File: config.mk
export PLATFORM = sky130hd
export DESIGN_NAME = pe_seq_pv1
export DESIGN_NICKNAME = d
export VERILOG_FILES = /design/src/rtl/pe_seq_pv1.sv
export SDC_FILE = /design/constraint.sdc
export NUM_CORES = 1
export LEC_CHECK = 0
export ABC_AREA = 1
export BUFFER_PORTS_ARGS = -buffer_cell sky130_fd_sc_hd__buf_2
export CAP_MARGIN = 5
export CORE_ASPECT_RATIO = 0.9
export CORE_UTILIZATION = 43
export DETAILED_ROUTE_END_ITERATION = 12
export PLACE_DENSITY_LB_ADDON = 0.08
export SYNTH_ARGS = -nofsm -noshare
export SYNTH_HDL_FRONTEND = slang
export SYNTH_SLANG_ARGS = --single-unit
File: constraint.sdc
create_clock -name aclk -period 2.7 [get_ports aclk]
set_input_delay 0.54 -clock aclk [delete_from_list [all_inputs] [get_ports aclk]]
set_output_delay 0.54 -clock aclk [all_outputs]
set_load 0.1 [all_outputs]
File: src/rtl/pe_seq_pv1.sv
// pe_seq_pv1: sequencer for one pv1 processing element.
// Loads N weights into PE RAM, clears the accumulator, issues N MACs, waits for the
// PE pipeline to drain, then captures the accumulator and holds it until accepted.
module pe_seq_pv1 #(
    parameter int unsigned L_RAM_SIZE = 4,
    parameter int unsigned PE_LAT     = 4,
    parameter int unsigned ACC_W      = 48
) (
    input  logic                  aclk,
    input  logic                  areset,
    input  logic                  start,
    input  logic [L_RAM_SIZE-1:0] len_m1,
    input  logic                  sub,
    input  logic [7:0]            d_data,
    input  logic                  d_valid,
    output logic                  d_ready,
    input  logic [7:0]            a_data,
    input  logic                  a_valid,
    output logic                  a_ready,
    output logic [L_RAM_SIZE-1:0] pe_addr,
    output logic                  pe_we,
    output logic [7:0]            pe_din,
    output logic [7:0]            pe_ain,
    output logic                  pe_valid,
    output logic                  pe_subtract,
    output logic                  pe_clear,
    input  logic [ACC_W-1:0]      pe_pcout,
    output logic                  busy,
    output logic [ACC_W-1:0]      res_data,
    output logic                  res_valid,
    input  logic                  res_ready
);

    localparam int unsigned DrainW = (PE_LAT < 1) ? 1 : $clog2(PE_LAT + 1);

    typedef enum logic [2:0] {
        StIdle    = 3'd0,
        StLoad    = 3'd1,
        StClear   = 3'd2,
        StCompute = 3'd3,
        StDrain   = 3'd4,
        StDone    = 3'd5
    } state_e;

    state_e                state_q, state_d;
    logic [L_RAM_SIZE-1:0] k_q, k_d;
    logic [L_RAM_SIZE-1:0] len_q, len_d;
    logic                  sub_q, sub_d;
    logic [DrainW-1:0]     drain_q, drain_d;
    logic                  d_beat, a_beat, last_k, drain_done;

    // Ready decodes the current state only, so a beat is never taken outside its phase.
    assign d_ready    = (state_q == StLoad);
    assign a_ready    = (state_q == StCompute);
    assign d_beat     = d_valid & d_ready;
    assign a_beat     = a_valid & a_ready;
    assign last_k     = (k_q == len_q);
    assign drain_done = (state_q == StDrain) && (drain_q == '0);

    // Next-state logic for the sequencer FSM, beat counter and drain counter.
    always_comb begin
        state_d = state_q;
        k_d     = k_q;
        len_d   = len_q;
        sub_d   = sub_q;
        drain_d = drain_q;
        case (state_q)
            StIdle: begin
                if (start) begin
                    len_d   = len_m1;
                    sub_d   = sub;
                    k_d     = '0;
                    state_d = StLoad;
                end
            end
            StLoad: begin
                if (d_beat) begin
                    if (last_k) state_d = StClear;
                    else        k_d     = k_q + L_RAM_SIZE'(1);
                end
            end
            StClear: begin
                k_d     = '0;
                state_d = StCompute;
            end
            StCompute: begin
                if (a_beat) begin
                    if (last_k) begin
                        state_d = StDrain;
                        drain_d = DrainW'(PE_LAT);
                    end else begin
                        k_d = k_q + L_RAM_SIZE'(1);
                    end
                end
            end
            StDrain: begin
                if (drain_q == '0) state_d = StDone;
                else               drain_d = drain_q - DrainW'(1);
            end
            StDone: begin
                if (res_valid && res_ready) state_d = StIdle;
            end
            default: state_d = StIdle;
        endcase
    end

    // Control state registers.
    always_ff @(posedge aclk or posedge areset) begin
        if (areset) begin
            state_q <= StIdle;
            k_q     <= '0;
            len_q   <= '0;
            sub_q   <= 1'b0;
            drain_q <= '0;
        end else begin
            state_q <= state_d;
            k_q     <= k_d;
            len_q   <= len_d;
            sub_q   <= sub_d;
            drain_q <= drain_d;
        end
    end

    // Registered PE-side outputs; write and MAC beats never coincide so they share pe_addr.
    always_ff @(posedge aclk or posedge areset) begin
        if (areset) begin
            pe_addr     <= '0;
            pe_we       <= 1'b0;
            pe_din      <= '0;
            pe_ain      <= '0;
            pe_valid    <= 1'b0;
            pe_subtract <= 1'b0;
            pe_clear    <= 1'b0;
            busy        <= 1'b0;
        end else begin
            pe_we       <= d_beat;
            pe_valid    <= a_beat;
            pe_clear    <= (state_q == StClear);
            pe_subtract <= (state_d != StIdle) & sub_d;
            busy        <= (state_d != StIdle);
            if (d_beat) begin
                pe_din  <= d_data;
                pe_addr <= k_q;
            end
            if (a_beat) begin
                pe_ain  <= a_data;
                pe_addr <= k_q;
            end
        end
    end

    // Result capture at the end of the drain; held until the consumer takes it.
    always_ff @(posedge aclk or posedge areset) begin
        if (areset) begin
            res_data  <= '0;
            res_valid <= 1'b0;
        end else if (drain_done) begin
            res_data  <= pe_pcout;
            res_valid <= 1'b1;
        end else if (res_valid && res_ready) begin
            res_valid <= 1'b0;
        end
    end

endmodule

==> impl_metrics.yaml, run 1 <==
synth:
  yosys-top-cells-count: "nand2_1, dfrtp_1, inv_1"
  syn_area_sq_um: 3640
  async_flop_share_pct: 100
  synth_fp_nets: 497
  netlist_instances: 419
  synth_edf_count: 0
  synth_top_area_share_pct: 61.1
  synth.most_common_cell: "nand2_1"
  synthTopCellsByArea: "dfrtp_1, nand2_1, inv_1"
  seq_area_frac_synth_pct: 61.1
  synth_ff_type: "dfrtp_1"
  yosysUniqueCellTypes: 28
  avgSynthCellArea_sq_um: 8.70
  synth_area_leader_cell: "dfrtp_1"
  ys_ff_latch: 89
  yosysWarnings: 0
clocking:
  cts.sinks: 89
  htreeDepth: 3
  clk_pin_slew_worst_paths_ns: 0.09
  cts_resized: 0
  clockRootBuffer: "clkbuf_8"
  cts_hold_buf: 0
  clk_latency_ns: 0.35
  cts_setup_buffers: 0
  clockBufferDepth: 2
  cts_tree: "built"
  numCtsBuffers: 9
setup_path:
  r2r-start: "state_q[2]$_DFF_PP0_"
  endpoint_kind: "primary output"
  path_class: "reg -> out"
  critPathMaxFanout: 5
  crit_path_start: "state_q[2]$_DFF_PP0_"
  crit_required_ns: 2.16
  cp.arrival_ns: 1.66
  worstSetupStartpointType: "register"
global_route:
  antenna_found_initial: 0
  met1_usage_pct: 24.9
  use_met3_pct: 6.18
  grt_max_degree: 52
  grt_pass1_wl_um: 13000
  gr-usage-met2_pct: 30.3
  grt_pass1_vias: 2863
  top_usage_layer: "met2"
  gr-total-overflow: 0
  track_usage_pct: 18.7
run_status:
  status: "complete, no violations"
drt:
  wl_um: 8040
  wire_per_inst_um: 11.9
  drt_iter0_drc: 126
  ant_nets: 0
  first_pass_iters: 4
  drt-vias-per-instance: 4.58
  vias: 3094
  drc: 0
floorplan:
  ios: 151
  initial_core_util_pct: 44.7
  die_h_um: 89.3
  core_area_sq_um: 8150
  die_area_sq_um: 8850
  fp.dieW_um: 99.0
  num_rows: 31
placed_design:
  dp_slack_ns: 0.789
  hpwl_um: 5810
  portBuffers: 150
  finalWeightedCongestion: 0.801
  place_area_sq_um: 4510
finish:
  diodes: 0
  nNetsFinal: 650
  stdcell_area_sq_um: 4680
  drive_gt1_share_pct: 32.1
  syn_to_final_growth_pct: 28.3
sta:
  hold_viol_final: 0
  finalWorstSetupSlack_ns: 0.505
  setup_viol: 0
  max_slew_margin_pct: 47.9
  period_needed_ns: 2.20
  slew_viol_final: 0
  finClkSkew_ns: 0.00673
  holdWs_ns: 0.272
  fmax_mhz: 456
  finalSetupTns_ns: 0
  tightest_slew_ns: 0.780
  rsz0062_at_grt: "false"
  finalCritPeriodShare_pct: 81.3
run:
  drv_cap: 0
worst_hold_path:
  hold_class: "in -> async"
[worst max-delay path, cell delays in order (launching register included)]
cell and delay, ns:
dfrtp_1 0.45, inv_1 0.17, nand3_1 0.12, inv_1 0.12
buf_2 0.44
[stage by stage]
step                utilization [%]  cells
detailed placement             55.3    660
global placement               55.3    660
CTS                            57.4    676
floorplan                         -    419
finish                         57.4    676
global route                   57.4    676
[cells in the final DEF, fill, tap and decap left out, types with 2 or more instances in the layout]
cell type   Yosys  routed
nor3_1          2       2
buf_4           1       2
nor2_1         11      11
dfrtp_1        89      89
nand3_2         2       2
clkinvlp_4      0       4
buf_12          0       2
ha_1            3       3
buf_2           6     150
nand3_1        10      10
nand2_2         3       3
nand2_1       225     225
o21ai_0        12      12
clkinv_2        0       3
or2_2           3       3
a21oi_1         8       8
inv_1          27      26
clkbuf_8        0       9
[final cells by class]
class	count	area [sq um]
timing repair buffer	154	806
clock buffer	9	124
sequential	89	2230
multi-input combinational	288	1230
inverter	30	121
tap	99	124
clock inverter	7	46.3
fill	778	3470
[registers in the layout (all words and copies together) (netlist names), 3 cells and up]
name,cells
res_data,48
pe_din,8
pe_ain,8
state_q,3
pe_addr,4
len_q,4
drain_q,3
k_q,4
[logic make-up (layout without fill, tap and decap cells)]
kind of cell,count (synthesis),count (layout),synth area share [%]
buffers and inverters,42,200,5.18
AOI/OAI and AO/OA,23,23,3.26
DFF,89,89,61.1
adders and majority gates,3,3,1.03
and+or+nand+nor,262,262,29.4
[path summary, 6_finish.rpt]
| kind | endpoint | slack, ns | cells after the start |
|---|---|---|---|
| worst max-delay path | d_ready | 0.50 | 4 |
| worst min-delay path | pe_din[2]$_DFFE_PP0N_ | 0.27 | 2 |
| worst max register to register | drain_q[2]$_DFFE_PP0P_ | 0.83 | 9 |
| worst min register to register | pe_ain[1]$_DFFE_PP0N_ | 0.48 | 2 |
| max in group asynchronous | res_data[30]$_DFFE_PP0P_ | 1.83 | 3 |
| min in group aclk | res_data[4]$_DFFE_PP0P_ | 0.38 | 3 |
[metal layers]
layer | vias to the layer above | share of wire [%]
li1 | 1584 | -
met4 | 0 | 0.72
met5 | - | 0
met1 | 1402 | 48
met2 | 102 | 45
met3 | 6 | 6.6
Power of run 1 is left out: the tool's default activity adds up to more than one toggle a clock period on the data nets, which glitch-free logic cannot reach.
==> run 2, diff against run 1 <==
--- a/config.mk
+++ b/config.mk
@@ -9,7 +9,7 @@
 export BUFFER_PORTS_ARGS = -buffer_cell sky130_fd_sc_hd__buf_2
 export CAP_MARGIN = 5
 export CORE_ASPECT_RATIO = 0.9
-export CORE_UTILIZATION = 43
+export CORE_UTILIZATION = 48
 export DETAILED_ROUTE_END_ITERATION = 12
 export PLACE_DENSITY_LB_ADDON = 0.08
 export SYNTH_ARGS = -nofsm -noshare
==> constraint.sdc (replaced) <==
create_clock -name aclk -period 2.1 [get_ports aclk]
set_input_delay 0.42 -clock aclk [delete_from_list [all_inputs] [get_ports aclk]]
set_output_delay 0.42 -clock aclk [all_outputs]
set_load 0.1 [all_outputs]
==> run 2 against run 1 <==
First-iteration DRC count grew 29%; worst setup slack lost 0.39 ns; final area grew 1.7%; utilization grew 8.8 points; final cell count shrank 0.44%; clock skew grew 0.0058 ns; sequential cell count is the same; sequential share of layout area shrank 0.80 points; critical endpoint is now a_ready.
==> impl_metrics.yaml, run 2 (same netlist as run 1, synthesis figures left out) <==
run_status:
  status: "complete, no violations"
sta:
  rsz0062_at_grt: "false"
  finalSetupTns_ns: 0
  fmax_mhz: 503
  holdWs_ns: 0.131
  hold_viol_final: 0
  setup_viol: 0
  period_needed_ns: 1.99
  tightest_slew_ns: 0.506
  max_slew_margin_pct: 66.5
  finClkSkew_ns: 0.0125
  finalCritPeriodShare_pct: 94.7
  slew_viol_final: 0
clocking:
  htreeDepth: 3
  clk_pin_slew_worst_paths_ns: 0.08
  cts.sinks: 89
  clockRootBuffer: "clkbuf_8"
  cts_resized: 0
  numCtsBuffers: 9
  cts_hold_buf: 0
  clk_latency_ns: 0.35
  clockBufferDepth: 2
  cts_setup_buffers: 0
  cts_tree: "built"
setup_path:
  path_class: "reg -> out"
  r2r_cells: 9
  crit_chain: "nand2_2 > nor2_4 > clkbuf_4"
  critPathMaxFanout: 8
  endpoint_kind: "primary output"
  worstSetupStartpointType: "register"
  r2r-start: "state_q[0]$_DFF_PP0_"
  r2r_setup_slack_ns: 0.38
  crit_family: "flip-flops"
  reg2reg_to: "drain_q[2]$_DFFE_PP0P_"
  max_stage_delay_ns: 0.54
  crit_required_ns: 1.68
  cp.arrival_ns: 1.57
  cp_num_buf_inv: 1
  cp_slowest_cell: "dfrtp_1"
floorplan:
  fp.dieW_um: 93.9
  core_area_sq_um: 7180
  die_area_sq_um: 7950
  ios: 151
  num_rows: 29
  die_h_um: 84.7
  initial_core_util_pct: 50.7
placed_design:
  dp_cells: 657
  portBuffers: 150
  hpwl_um: 6000
  finalWeightedCongestion: 0.870
finish:
  final_cell_mix: "nand2_1, buf_2, dfrtp_1"
  final_common_cell: "nand2_1"
  diodes: 0
  nNetsFinal: 653
  final_cell_count_no_fill: 673
  fillers: 621
  drive_gt1_share_pct: 32.2
  top_regs: "res_data: 48 flops, pe_ain: 8 flops, pe_din: 8 flops"
  syn_to_final_growth_pct: 30.5
  largest_reg_flops: 48
  largest_register: "res_data"
drt:
  wire_per_inst_um: 12.1
  drt_iter0_drc: 163
  vias: 3109
  drc: 0
  wl_um: 8150
  drt-vias-per-instance: 4.62
  first_pass_iters: 4
  ant_nets: 0
global_route:
  track_usage_pct: 21.5
  grt_pass1_wl_um: 13200
  antenna_found_initial: 0
  grt_pass1_vias: 2881
  gr-total-overflow: 0
  grt_max_degree: 58
run:
  drv_cap: 0
worst_hold_path:
  hold_class: "in -> async"
==> run 2: cell count changes in the layout (fill, tap and decap cells not counted), sizes merged <==
cell and change:
clkbuf +5, bufinv +2, clkinv -3, buf +1, clkinvlp -1, inv -1
==> run 2: per-layer routing <==
layer,global-route usage (%),routed length [um]
met1,28.3,3610
met2,34.1,3890
met3,7.97,578
met4,5.03,65
met5,0,0
==> run 2: worst max-delay path by stage <==
stage	startpoint	endpoint	slack, ns	cells after the start
after floorplan	state_q[0]$_DFF_PP0_	pe_subtract$_DFF_PP0_	0.14	10
final	state_q[0]$_DFF_PP0_	a_ready	0.11	3
after CTS	state_q[0]$_DFF_PP0_	a_ready	0.02	3
after global placement	state_q[2]$_DFF_PP0_	d_ready	0.45	4
after detailed placement	state_q[2]$_DFF_PP0_	pe_addr[2]$_DFFE_PP0P_	0.40	7
after global routing	state_q[2]$_DFF_PP0_	d_ready	0.02	4
==> run 2: tightest hold or removal path, cell delays in order <==
cell,delay (ns)
buf_2,0.11
clkinvlp_4,0.08
buf_12,0.26
==> run 2: cell type report <==
cell class	instances	area, sq um	area share, %
clock buffer	12	155	3.26
clock inverter	4	75.1	1.58
inverter	30	121	2.55
multi-input combinational	288	1230	25.8
sequential	89	2230	46.8
tap	93	116	2.45
timing repair buffer	157	833	17.5
==> run 2: metrics by stage <==
stage	instance area (sq um)	utilization, %	setup WS, ns
after floorplan	3650	-	0.142
after global placement	4520	62.9	0.451
after detailed placement	4520	62.9	0.396
after CTS	4750	66.1	0.0154
after global routing	4760	66.2	0.0225
final	4760	66.2	0.112
Power of run 2 is left out for the same reason.
